--- src/rtl/addsub_accum_ctrl.sv ---
// Accumulate controller around an external combinational adder/subtractor.
// Commands arrive over a valid/ready handshake and are executed in one
// cycle. The response (accumulator, overflow, sticky flag, op count) is
// returned over a second valid/ready handshake. The adder inputs come
// straight from registers, so nothing on in_* reaches as_* in the same cycle.
module addsub_accum_ctrl #(
    parameter int WIDTH = 8,
    parameter int CNT_W = 8
) (
    input  logic             clk,
    input  logic             rst,
    input  logic             in_valid,
    output logic             in_ready,
    input  logic [1:0]       in_op,
    input  logic [WIDTH-1:0] in_data,
    output logic [WIDTH-1:0] as_a,
    output logic [WIDTH-1:0] as_b,
    output logic             as_mode,
    input  logic [WIDTH-1:0] as_result,
    input  logic             as_v,
    output logic             out_valid,
    input  logic             out_ready,
    output logic [WIDTH-1:0] out_acc,
    output logic             out_v,
    output logic             ovf_sticky,
    output logic [CNT_W-1:0] op_count
);

    typedef enum logic [1:0] {
        IDLE = 2'd0,
        EXEC = 2'd1,
        RESP = 2'd2
    } state_t;

    localparam logic [1:0] OP_ADD  = 2'b00;
    localparam logic [1:0] OP_SUB  = 2'b01;
    localparam logic [1:0] OP_LOAD = 2'b10;
    localparam logic [1:0] OP_CLR  = 2'b11;

    localparam logic [CNT_W-1:0] CNT_MAX = {CNT_W{1'b1}};

    state_t           state_reg, state_next;
    logic [1:0]       op_reg, op_next;
    logic [WIDTH-1:0] data_reg, data_next;
    logic             mode_reg, mode_next;
    logic [WIDTH-1:0] acc_reg, acc_next;
    logic             out_v_reg, out_v_next;
    logic             sticky_reg, sticky_next;
    logic [CNT_W-1:0] count_reg, count_next;

    // State register; reset drops any in-flight command or pending response.
    always_ff @(posedge clk or posedge rst) begin
        if (rst) begin
            state_reg <= IDLE;
        end else begin
            state_reg <= state_next;
        end
    end

    // Next-state, handshake outputs and datapath next values.
    always_comb begin
        state_next  = state_reg;
        op_next     = op_reg;
        data_next   = data_reg;
        mode_next   = mode_reg;
        acc_next    = acc_reg;
        out_v_next  = out_v_reg;
        sticky_next = sticky_reg;
        count_next  = count_reg;
        in_ready    = 1'b0;
        out_valid   = 1'b0;

        case (state_reg)
            IDLE: begin
                in_ready = 1'b1;
                if (in_valid) begin
                    op_next    = in_op;
                    data_next  = in_data;
                    // Mode is decoded at accept time so as_mode is a plain flop.
                    mode_next  = (in_op == OP_SUB);
                    state_next = EXEC;
                end
            end
            EXEC: begin
                case (op_reg)
                    OP_ADD, OP_SUB: begin
                        acc_next    = as_result;
                        out_v_next  = as_v;
                        sticky_next = sticky_reg | as_v;
                        if (count_reg != CNT_MAX) begin
                            count_next = count_reg + 1'b1;
                        end
                    end
                    OP_LOAD: begin
                        acc_next   = data_reg;
                        out_v_next = 1'b0;
                    end
                    OP_CLR: begin
                        acc_next    = '0;
                        out_v_next  = 1'b0;
                        sticky_next = 1'b0;
                        count_next  = '0;
                    end
                endcase
                state_next = RESP;
            end
            RESP: begin
                out_valid = 1'b1;
                if (out_ready) begin
                    state_next = IDLE;
                end
            end
            default: begin
                state_next = IDLE;
            end
        endcase
    end

    // Datapath registers: latched command, accumulator and status.
    always_ff @(posedge clk or posedge rst) begin
        if (rst) begin
            op_reg     <= '0;
            data_reg   <= '0;
            mode_reg   <= 1'b0;
            acc_reg    <= '0;
            out_v_reg  <= 1'b0;
            sticky_reg <= 1'b0;
            count_reg  <= '0;
        end else begin
            op_reg     <= op_next;
            data_reg   <= data_next;
            mode_reg   <= mode_next;
            acc_reg    <= acc_next;
            out_v_reg  <= out_v_next;
            sticky_reg <= sticky_next;
            count_reg  <= count_next;
        end
    end

    assign as_a       = acc_reg;
    assign as_b       = data_reg;
    assign as_mode    = mode_reg;
    assign out_acc    = acc_reg;
    assign out_v      = out_v_reg;
    assign ovf_sticky = sticky_reg;
    assign op_count   = count_reg;

endmodule

--- config.mk ---
export PLATFORM = sky130hd
export DESIGN_NAME = addsub_accum_ctrl
export DESIGN_NICKNAME = d
export VERILOG_FILES = /design/src/rtl/addsub_accum_ctrl.sv
export SDC_FILE = /design/constraint.sdc
export NUM_CORES = 1
export LEC_CHECK = 0
export ABC_AREA = 1
export ABC_CLOCK_PERIOD_IN_PS = 1800
export CELL_PAD_IN_SITES_DETAIL_PLACEMENT = 1
export CELL_PAD_IN_SITES_GLOBAL_PLACEMENT = 1
export CORE_MARGIN = 4
export CORE_UTILIZATION = 37
export DETAILED_ROUTE_END_ITERATION = 12
export DONT_BUFFER_PORTS = 1
export PLACE_DENSITY = 0.68
export SETUP_SLACK_MARGIN = 0.3
export SYNTH_ARGS = -nofsm -noshare
export SYNTH_HDL_FRONTEND = slang
export SYNTH_SLANG_ARGS = --single-unit
--- constraint.sdc ---
create_clock -name clk -period 1.8 [get_ports clk]
set_input_delay 0.27 -clock clk [delete_from_list [all_inputs] [get_ports clk]]
set_output_delay 0.27 -clock clk [all_outputs]
set_load 0.01 [all_outputs]
==> flow_metrics.tcl <==
set metrics [dict create \
    final.min_clock_period_ns 1.39 \
    worst-endpoint-arrival_ns 1.57 \
    crit_type "reg -> reg" \
    clockRootBuffer "clkbuf_8" \
    combPwrFrac_pct 29.5 \
    tritoncts "done" \
    yosysSeqAreaShare_pct 50.4 \
    syn_inst 189 \
    finalClockSkew_ns 0.00225 \
    syn_nets 213 \
    finalSetupViolations 0 \
    grt_max_degree 32 \
    final_common_cell "nand2_1" \
    grt_pass1_vias 1347 \
    ys_ff_latch 31 \
    first_iter_violations 39 \
    nNetsFinal 213 \
    drc 0 \
    irDropWorstVdd_mv 0.784 \
    clk_pin_slew_ns 0.07 \
    globalplace.congestion 0.779 \
    hold_viol 0 \
    cts_buffer_depth 2 \
    io_buffer_count 0 \
    leakage_nw 0.807 \
    clkLatencyLatePin_ns 0.29 \
    layout-drive-gt1-share_pct 14.7 \
    boundaryPins 60 \
    initial_utilization_pct 38.5 \
    antenna_left 0 \
    core_area_um2 4000 \
    start_kind "register" \
    cp_max_fo 7 \
    cts_made_buffers 5 \
    slew_viol_final 0 \
    p_sw_mw 1.37 \
    pwr-share-clk_pct 20.6 \
    synth_top_family_by_area "simple AND/OR/NAND/NOR gates" \
    p_int_mw 1.64 \
    synth_simple_gate_area_share_pct 25.7 \
    cts_sinks 31 \
    hold_path.class "in -> reg" \
    powerDensity_nw_per_um2 1790 \
    rsz0062_at_grt "no" \
    cp.required_ns 1.98 \
    antenna_cells 0 \
    yosysTopAreaCellShare_pct 50.4 \
    num_vias 1258 \
    setup_tns_ns 0 \
    routedWlPerCell_um 16.5 \
    placedCellCount 230 \
    layout_common_cells "nand2_1 (55), dfrtp_1 (28), nor2_1 (16), nand3_1 (16), a21oi_1 (16)" \
    synth_xor_area_share_pct 0.569 \
    track_usage_pct 16.8 \
    wl_um 3970 \
    synth-compound-area-share_pct 11.9 \
    die_h_um 72.5 \
    status "finished, final reports clean" \
    die_area_um2 5260 \
    synthAdderAreaFrac_pct 0.813 \
    p_seq_share_pct 49.9 \
    synthMuxAreaShare_pct 0 \
    ys_warn_count 0 \
    final.period_utilization_pct 77.0 \
    h-tree-depth 2 \
    ys_top_cells_by_area "dfrtp_1 (50%), nand2_1 (13%), a21oi_1 (5.2%), nand3_1 (5.2%), buf_4 (4.4%)" \
    postCtsSetupBuffers 0 \
    fin_cells 240 \
    fmax_mhz 721 \
    synth_top_cell_by_area "dfrtp_1" \
    antenna_found_initial 0 \
    hpwlAfterDp_um 2920 \
    placementRows 23 \
    syn_to_final_growth_pct 9.02 \
    die-width_um 72.5 \
    holdPathStages 1 \
    worst_pin_slew_ns 0.413 \
    via_per_inst 5.24 \
    max-slew-margin-rel_pct 72.4 \
    switching_share_pct 45.5 \
    syn-mean-instance-area_um2 8.14 \
    synth_area_um2 1540 \
    grt_pass1_wl_um 6660 \
    reg2regPathDepth 8 \
    synth.distinct_cells 24 \
    end_kind "register" \
    drt-pass1-iter-count 4 \
    gr-total-overflow 0 \
    cap_violations 0 \
]
==> metal layers <==
metal / global-route usage (%) / vias up / wire (µm)
met5: 0 / - / 0
met3: 8.03 / 7 / 351
met4: 6.15 / 0 / 67
met2: 28.3 / 34 / 2020
met1: 18.5 / 619 / 1530
li1: - / 598 / -
==> layout make-up <==
type	count	area, µm²
Fill cell	488	2320
Sequential cell	31	779
Multi-Input combinational cell	128	624
Clock buffer	7	96.3
Inverter	19	75.1
Tap cell	50	62.6
Timing Repair Buffer	4	32.5
Clock inverter	1	7.51
==> critical path, cell delays in order (launching register included) <==
cell     delay, ns
dfrtp_2       0.43
ha_1          0.20
nand2_1       0.12
nor2_2        0.17
nand2_4       0.11
nand2_8       0.11
inv_1         0.04
nand2_1       0.05
nand2_1       0.04
==> metrics by stage <==
step | hold WS, ns | instance area [µm²] | power, mW | worst slack, ns | utilization [%]
after CTS | 0.0711 | 1650 | 3.03 | 0.328 | 41.2
final | 0.0802 | 1680 | 3.01 | 0.413 | 41.9
after floorplan | 0.361 | 1540 | 2.25 | 0.482 | -
after detailed placement | 0.275 | 1530 | 2.39 | 0.276 | 38.3
after global routing | 0.0712 | 1680 | 3.29 | 0.296 | 41.9
after global placement | 0.269 | 1530 | 2.32 | 0.345 | 38.3
==> worst paths after layout <==
| check | start | endpoint | slack (ns) |
|---|---|---|---|
| min in group asynchronous | rst | state_reg[0] | 0.52 |
| setup / recovery | op_count[0] | op_count[3] | 0.41 |
| setup reg to reg | op_count[0] | op_count[3] | 0.41 |
| hold reg to reg | out_v | out_v | 0.57 |
| max in group asynchronous | rst | op_count[0] | 0.97 |
| hold / removal | in_op[1] | as_mode | 0.08 |
==> Yosys cell counts <==
| master | number |
|---|---|
| nand2_1 | 55 |
| ha_1 | 1 |
| buf_8 | 1 |
| dfrtp_1 | 31 |
| xor2_1 | 1 |
| a21oi_4 | 1 |
| inv_1 | 15 |
| nand2_4 | 1 |
| clkinv_1 | 2 |
| o21ai_0 | 5 |
| nand2_2 | 3 |
| a22oi_1 | 1 |
| o21bai_1 | 1 |
| o21ai_2 | 3 |
| nand3_1 | 16 |
| buf_2 | 2 |
| inv_2 | 2 |
| buf_4 | 9 |
| nand4_1 | 1 |
| or2_2 | 1 |
| nor2_1 | 16 |
| o21ai_1 | 4 |
| a21oi_1 | 16 |
| nor2_2 | 1 |
==> cell families (layout without fill, tap and decap cells) <==
kind of cell | after synthesis | count (layout)
xor gates and xnor gates | 1 | 1
buffers and inverters | 31 | 31
DFF | 31 | 31
and+or+nand+nor | 94 | 95
AOI/OAI and AO/OA | 31 | 31
adders and majority gates | 1 | 1
==> power groups by stage <==
stage          Combinational [mW]  Clock, mW  Sequential (mW)
6_report                    0.888      0.621             1.50
5_1_grt                      1.06      0.666             1.57
4_1_cts                     0.882      0.640             1.51
3_5_place_dp                0.876          0             1.51
3_3_place_gp                0.812          0             1.51
2_1_floorplan               0.916          0             1.33
==> repair_timing <==
action	in CTS	in global routing
pin swaps	0	2
setup endpoints to repair	1	12
gates resized for setup	2	4
hold buffers	1	0
gates cloned	0	1
endpoints found under the hold margin	31	0
Power figures use the tool's default switching activity.
